## config.mk

```make
export PLATFORM = sky130hd
export DESIGN_NAME = nibble_serial_adder
export DESIGN_NICKNAME = d
export VERILOG_FILES = /design/src/rtl/nibble_serial_adder.sv
export SDC_FILE = /design/constraint.sdc
export NUM_CORES = 1
export LEC_CHECK = 0
export CAP_MARGIN = 5
export CORE_MARGIN = 2
export CORE_UTILIZATION = 45
export CTS_CLUSTER_DIAMETER = 60
export DETAILED_ROUTE_END_ITERATION = 10
export PLACE_DENSITY = 0.71
export SYNTH_ARGS = -nofsm -noshare
export SYNTH_HDL_FRONTEND = slang
export SYNTH_HIERARCHICAL = 1
export SYNTH_SLANG_ARGS = --single-unit
```

## constraint.sdc

```tcl
create_clock -name clk -period 6.7 [get_ports clk]
set_clock_uncertainty 0.05 [all_clocks]
set_input_delay 1.675 -clock clk [delete_from_list [all_inputs] [get_ports clk]]
set_output_delay 1.675 -clock clk [all_outputs]
set_load 0.005 [all_outputs]
```

## src/rtl/nibble_serial_adder.sv

```systemverilog
// Multi-cycle WIDTH-bit adder: one 4-bit ripple slice of full_adder cells is
// reused once per nibble, LSB-first, with the inter-nibble carry held in a register.

module full_adder (
    input  logic a,
    input  logic b,
    input  logic ci,
    output logic s,
    output logic co
);
    assign s  = a ^ b ^ ci;
    assign co = (a & b) | (ci & (a ^ b));
endmodule

module nibble_serial_adder #(
    parameter int WIDTH = 16
) (
    input  logic             clk,
    input  logic             reset,
    input  logic             in_Valid,
    output logic             in_Ready,
    input  logic [WIDTH-1:0] A,
    input  logic [WIDTH-1:0] B,
    input  logic             c_In,
    output logic             out_Valid,
    input  logic             out_Ready,
    output logic [WIDTH-1:0] sum,
    output logic             c_Out,
    output logic             ovf
);
    localparam int NIB = WIDTH / 4;
    localparam int IW  = (NIB > 1) ? $clog2(NIB) : 1;
    localparam logic [IW-1:0] LAST = IW'(NIB - 1);

    generate
        if (WIDTH < 4 || (WIDTH % 4) != 0) begin : g_bad_width
            $error("nibble_serial_adder: WIDTH must be a multiple of 4 and at least 4");
        end
    endgenerate

    typedef enum logic [1:0] {IDLE, RUN, DONE} state_t;

    state_t state, state_next;

    logic [WIDTH-1:0] a_reg, b_reg;
    logic             carry;
    logic [IW-1:0]    idx;
    logic [3:0]       a_nib, b_nib, nib_sum;
    logic [4:0]       chain;
    logic             last_nib;
    logic             accept;

    assign in_Ready  = (state == IDLE);
    assign out_Valid = (state == DONE);
    assign accept    = in_Valid && in_Ready;
    assign last_nib  = (idx == LAST);

    // The only path between nibbles is the carry register feeding chain[0].
    assign a_nib    = a_reg[4*idx +: 4];
    assign b_nib    = b_reg[4*idx +: 4];
    assign chain[0] = carry;

    generate
        for (genvar k = 0; k < 4; k++) begin : g_slice
            full_adder u_fa (
                .a (a_nib[k]),
                .b (b_nib[k]),
                .ci(chain[k]),
                .s (nib_sum[k]),
                .co(chain[k+1])
            );
        end
    endgenerate

    always_ff @(posedge clk) begin
        if (reset) begin
            state <= IDLE;
        end else begin
            state <= state_next;
        end
    end

    always_comb begin
        state_next = state;
        case (state)
            IDLE:    if (accept)    state_next = RUN;
            RUN:     if (last_nib)  state_next = DONE;
            DONE:    if (out_Ready) state_next = IDLE;
            default:                state_next = IDLE;
        endcase
    end

    // Operand capture and the per-nibble accumulate; result regs hold outside RUN.
    always_ff @(posedge clk) begin
        if (reset) begin
            a_reg <= '0;
            b_reg <= '0;
            carry <= 1'b0;
            idx   <= '0;
            sum   <= '0;
            c_Out <= 1'b0;
            ovf   <= 1'b0;
        end else begin
            case (state)
                IDLE: begin
                    if (accept) begin
                        a_reg <= A;
                        b_reg <= B;
                        carry <= c_In;
                        idx   <= '0;
                    end
                end
                RUN: begin
                    sum[4*idx +: 4] <= nib_sum;
                    carry           <= chain[4];
                    idx             <= idx + 1'b1;
                    if (last_nib) begin
                        c_Out <= chain[4];
                        ovf   <= (a_reg[WIDTH-1] == b_reg[WIDTH-1]) &&
                                 (nib_sum[3] != a_reg[WIDTH-1]);
                    end
                end
                default: ;
            endcase
        end
    end
endmodule

```

[Word level (Yosys, flattened, before mapping)]
Index checks and enable logic that the tools add are counted.
Word-level totals
  flip-flop bits (word level): 55
  latch bits: 0
  memory bits (writable): 0
  ROM bits: 0
  bits of input ports: 37
  output and inout port bits: 20
  logic and storage cells: 59
  memories: 0
Operators by class
  $add $sub $neg: 2
  multiply operators: 0
  div/mod/pow operators: 0
  $lt $le $gt $ge: 0
  eq/ne operators: 8
  shift-type cells: 4
  muxes and demuxes: 9
  bitwise gates (word level): 20
  reduce and logical (&&, ||, !) cells: 8
Operator list (count)
  4-bit negation with 34-bit output: 1
  4-bit by 34-bit variable shift with 16-bit output (first input constant): 1
  4-bit by 34-bit variable part select with 16-bit output: 1
  16-bit by 5-bit variable part select with 4-bit output: 2
  16-bit bitwise mux: 1
  1-bit AND: 8
  2-bit 2-to-1 mux: 4
  1-bit XOR: 8
  2-bit one-hot mux with 3 select lines: 1
  2-bit AND reduction: 3
  2-bit equality test (second input constant): 2
  2-bit by 1-bit inequality test with 1-bit output (second input constant): 2
  1-bit OR: 4
  2-bit one-hot mux with 2 select lines: 1
  3-bit AND reduction: 1
  2-bit by 1-bit adder with 2-bit output (second input constant): 1
  2-bit by 1-bit equality test with 1-bit output (second input constant): 1
  1-bit logical AND: 2
  2-bit logical NOT: 1
  2-bit inequality test (second input constant): 1
  1-bit one-hot mux with 2 select lines: 1
  2-bit nonzero test: 1
  1-bit equality test: 1
  1-bit 2-to-1 mux: 1
  1-bit inequality test: 1

[Logic depth before layout (Yosys ltp)]
  word-level depth: 11
  depth in mapped cells: 9
  depth with buffers taken out: 8

[Hierarchy]
The synthesis kept the hierarchy.
By module, submodules not included
  nibble_serial_adder: instances 1, cells each 256, area an instance 2357.3 µm², seq. area each 1101.1 µm²
  full_adder: instances 4, cells each 1, area an instance 20.0 µm², seq. area each 0.0 µm²

[Least setup slack after synthesis]
Ideal clock, no wire load.
  kind: register -> register
  start point: register idx[0]
  end point: register ovf
  setup time: 122 ps
  arrival time: 3357 ps
  data required time: 6528 ps
  path slack: 3172 ps
  stages on the path, launching flop included: 10
  path buffers: 1
  clock period less this slack: 3528 ps
  cell sequence: dfxtp_1 -> buf_4 -> mux4_2 -> fa_1 -> fa_1 -> fa_1 -> fa_1 -> and3b_1 -> a211oi_1 -> nor3_1
Between the ends
  word-level cells in the longest chain between the ends: 11
  elaborated cells on any way between the ends: 20
  classes of those cells: eq/ne: 2; shift: 2; bitwise: 14; reduce/logical: 2
RTL lines
  start: declaration: RTL line 47  | logic [IW-1:0] idx;
  start signal: assignment: RTL line 116  | idx <= idx + 1'b1;
  16-bit by 5-bit variable part select with 4-bit output (*): RTL line 59  | assign a_nib = a_reg[4*idx +: 4];
  via a_nib[0]: RTL line 48  | logic [3:0] a_nib, b_nib, nib_sum;
  1-bit XOR: RTL line 12  | assign co = (a & b) | (ci & (a ^ b));
  1-bit AND: RTL line 12
  1-bit OR (*): RTL line 12
  via chain[1]: RTL line 49  | logic [4:0] chain;
  1-bit AND (*): RTL line 12
  1-bit OR (*): RTL line 12
  via chain[2]: RTL line 49
  1-bit AND (*): RTL line 12
  1-bit OR (*): RTL line 12
  via chain[3]: RTL line 49
  1-bit XOR (*): RTL line 11  | assign s = a ^ b ^ ci;
  via nib_sum[3]: RTL line 48
  1-bit inequality test (*): RTL line 120  | (nib_sum[3] != a_reg[WIDTH-1]);
  1-bit logical AND (*): RTL line 119  | ovf <= (a_reg[WIDTH-1] == b_reg[WIDTH-1]) &&
  end signal: assignment: RTL line 119
  end: declaration: RTL line 29  | output logic ovf
Mark *: on every way through the listed nets, which the timed path passes. The rest lies on a longest branch.
A chain may end at the register's enable or synchronous reset.

[Final worst setup path]
Ends and elaborated chain as after synthesis.

==> flow_metrics.env <==
export IMPL_r2r_end="ovf"
export IMPL_grt_pass1_wl_mm=8.694
export IMPL_holdPathEnd="sum[12]"
export IMPL_clk_pin_slew_worst_paths_ns=0.09
export IMPL_multi_input_area_sq_um=1182
export IMPL_synth_top_flop_cell="dfxtp_1"
export IMPL_min_delay_path_depth=2
export IMPL_cts_htree_levels=2
export IMPL_drtIter0Drc=99
export IMPL_mappedNetlistNets=306
export IMPL_cts_tree="yes"
export IMPL_area_growth_pct=25.26
export IMPL_start_util_pct=47.12
export IMPL_n_antenna_cell=0
export IMPL_synth_area_per_cell_sq_um=9.374
export IMPL_cts_made_buffers=5
export IMPL_reg2reg_slack_ns=2.68
export IMPL_cp_cell_sequence="mux4_2, fa_1, fa_1, fa_1, fa_1, and3b_1, a211oi_1, nor3_1"
export IMPL_ant_nets=0
export IMPL_synthCells=260
export IMPL_cpMostUsedCell="fa_1"
export IMPL_cp_slowest_cell="dfxtp_1"
export IMPL_hold_buffers=0
export IMPL_cts_sinks=55
export IMPL_layout_drive_gt1_share_pct=6.536
export IMPL_antenna_found_initial=0
export IMPL_r2r_start="idx[0]"
export IMPL_pre_cts_ws_ns=2.670
export IMPL_overflow=0
export IMPL_clockRootBuffer="clkbuf_8"
export IMPL_finalHoldViolations=0
export IMPL_wl_per_cell_um=13.66
export IMPL_min_from="sum[12]"
export IMPL_p_leak_uw=0.001101
export IMPL_dieArea_sq_um=6021
export IMPL_die_w_um=77.60
export IMPL_clock_path_buffers=2
export IMPL_min_path_type="reg -> reg"
export IMPL_fill_cells=465
export IMPL_postCtsSetupBuffers=0
export IMPL_synth_area_sq_um=2437
export IMPL_grt_max_degree=51
export IMPL_relSlewSlack_pct=24.92
export IMPL_final_util_pct=59.02
export IMPL_worstPathMaxFanout=15
export IMPL_dp_cells=369
export IMPL_viasPerCell=5.168
export IMPL_yosysWarnings=6
export IMPL_floorplan_io_pins=57
export IMPL_worst_pin_slew_ns=1.125
export IMPL_gp_congestion=0.7404
export IMPL_synth_seq_cells=55
export IMPL_end_kind="flip-flop"
export IMPL_path_class="reg -> reg"
export IMPL_drc_errors=0
export IMPL_finalNetCount=352
export IMPL_hpwl_mm=3.664
export IMPL_crit_buf_inv=0
export IMPL_coreArea_sq_um=5172
export IMPL_cpLargestDelayFamily="adder cells"
export IMPL_start_kind="flip-flop"
export IMPL_drv_slew=0
export IMPL_synth_edf_count=0
export IMPL_holdWs_ns=0.4038
export IMPL_grt_pass1_vias=1940
export IMPL_seq_area_frac_synth_pct=45.17
export IMPL_irDropWorstVdd_mv=0.1094
export IMPL_drv_cap=0
export IMPL_finalCriticalPeriod_ns=4.017
export IMPL_slowest_delay_ns=0.81
export IMPL_grt_usage_pct=18.17
export IMPL_vias=1943
export IMPL_setup_viol_count_final=0
export IMPL_fmax_ghz=0.2489
export IMPL_placementRows=26
export IMPL_final_cells=376
export IMPL_ys_types=31
export IMPL_clk_insertion_delay_late_ns=0.30
export IMPL_finalSetupTns_ns=0
export IMPL_cts_resized=0
export IMPL_worstPathRequired_ns=6.82
export IMPL_ys_async_sr_fraction_pct=0
export IMPL_first_pass_iters=4
export IMPL_fin_ws_ns=2.683
export IMPL_arrival_ns=4.14
export IMPL_wl_mm=5.136
export IMPL_rsz0062_at_grt="false"
export IMPL_numPortBuffers=56
export IMPL_r2r_cells=8
export IMPL_die_height_um=77.60
export IMPL_seqCellArea_sq_um=1101
export IMPL_status="finished, final reports clean"
export IMPL_fin_crit_sh_pct=59.96
export IMPL_powerDensity_nw_per_um2=213.6
-- metrics by stage --
step / power, uW / instance area, sq um
floorplan: 417.8 / 2437
global placement: 450.8 / 2950
detailed placement: 452.9 / 2950
CTS: 656.7 / 3053
global route: 682.3 / 3053
finish: 652.2 / 3053
-- area by class of cell --
class                   instances  share of cell area [%]
well taps                      70                   2.869
flip-flops and latches         55                   36.07
repair buffers                 57                   18.61
multi-input cells             184                   38.73
clock inverters                 1                  0.9836
clock buffers                   6                   2.377
inverters                       3                  0.3689
-- cells by family (layout without fill, tap and decap cells) --
group                      count (synthesis)  count (layout)  share of synthesized area [%]
muxes                                      9               9                          7.803
AOI/OAI and AO/OA                         57              57                          13.24
DFF                                       55              55                          45.17
and+or+nand+nor                          109             109                          21.61
adders and majority gates                  9               9                          5.852
buffers and inverters                     21              67                          6.314
-- metal layers --
| metal | wire length, um | global-route usage [%] |
|---|---|---|
| met1 | 2413 | 22.77 |
| met2 | 2538 | 31.55 |
| met3 | 137 | 3.721 |
| met4 | 46 | 5.179 |
| met5 | 0 | 0 |
-- worst max-delay path by stage --
stage               startpoint   to  slack [ns]  depth (start not counted)
CTS                     idx[0]  ovf        2.65                          8
finish                  idx[0]  ovf        2.68                          8
detailed placement      idx[0]  ovf        2.67                          8
global placement        idx[0]  ovf        2.79                          8
floorplan               idx[0]  ovf        3.17                          9
global route            idx[0]  ovf        2.49                          8
-- layout by cell type (no fill, tap or decap) --
cell / netlist / final
a211oi_1: 1 / 1
a21oi_1: 46 / 46
a22o_1: 8 / 8
a22oi_1: 1 / 1
and3b_1: 2 / 2
and4_4: 2 / 2
and4bb_1: 1 / 1
buf_4: 1 / 1
bufinv_16: 0 / 1
clkbuf_1: 4 / 1
clkbuf_8: 0 / 5
clkdlybuf4s50_1: 0 / 56
dfxtp_1: 55 / 55
fa_1: 4 / 4
ha_1: 5 / 5
inv_1: 3 / 3
mux2i_1: 1 / 1
mux4_2: 8 / 8
nand2_1: 76 / 76
nand2b_1: 2 / 2
nand3_1: 4 / 4
nand3b_1: 2 / 2
nand4_1: 4 / 4
nor2_1: 5 / 5
nor2b_1: 3 / 3
nor3_1: 3 / 3
nor3b_2: 1 / 1
nor3b_4: 1 / 1
nor4b_2: 1 / 1
o21bai_1: 1 / 1
or3b_1: 2 / 2
-- synth_stat cells (3+ instances only) --
cell type | count | area share [%]
nor2b_1 | 3 | 0.77
mux4_2 | 8 | 7.4
ha_1 | 5 | 2.6
nand3_1 | 4 | 0.82
nor3_1 | 3 | 0.62
buf_6 | 9 | 4.2
buf_2 | 3 | 0.62
nand2_1 | 76 | 12
clkbuf_1 | 4 | 0.62
fa_1 | 4 | 3.3
nor2_1 | 5 | 0.77
a21oi_1 | 46 | 9.4
dfxtp_1 | 55 | 45
nand4_1 | 4 | 1.0
inv_1 | 3 | 0.46
a22o_1 | 8 | 2.9
-- worst reg2reg max path: cells and delay by family, from the launching register on --
kind            cells  cell delay, ns
mux                 1            0.63
compound gates      1            0.22
flops               1            0.81
fa+ha+maj           4            1.89
simple gates        2            0.30
-- power by group --
group          total, uW  internal [uW]  switching, uW  leakage [uW]
Sequential           353            341           12.5      0.000449
Combinational       91.7           47.6           44.1      0.000601
Clock                207            110           97.7     0.0000513
Total                652            498            154       0.00110
No activity file was read; power rests on OpenSTA's default activity.
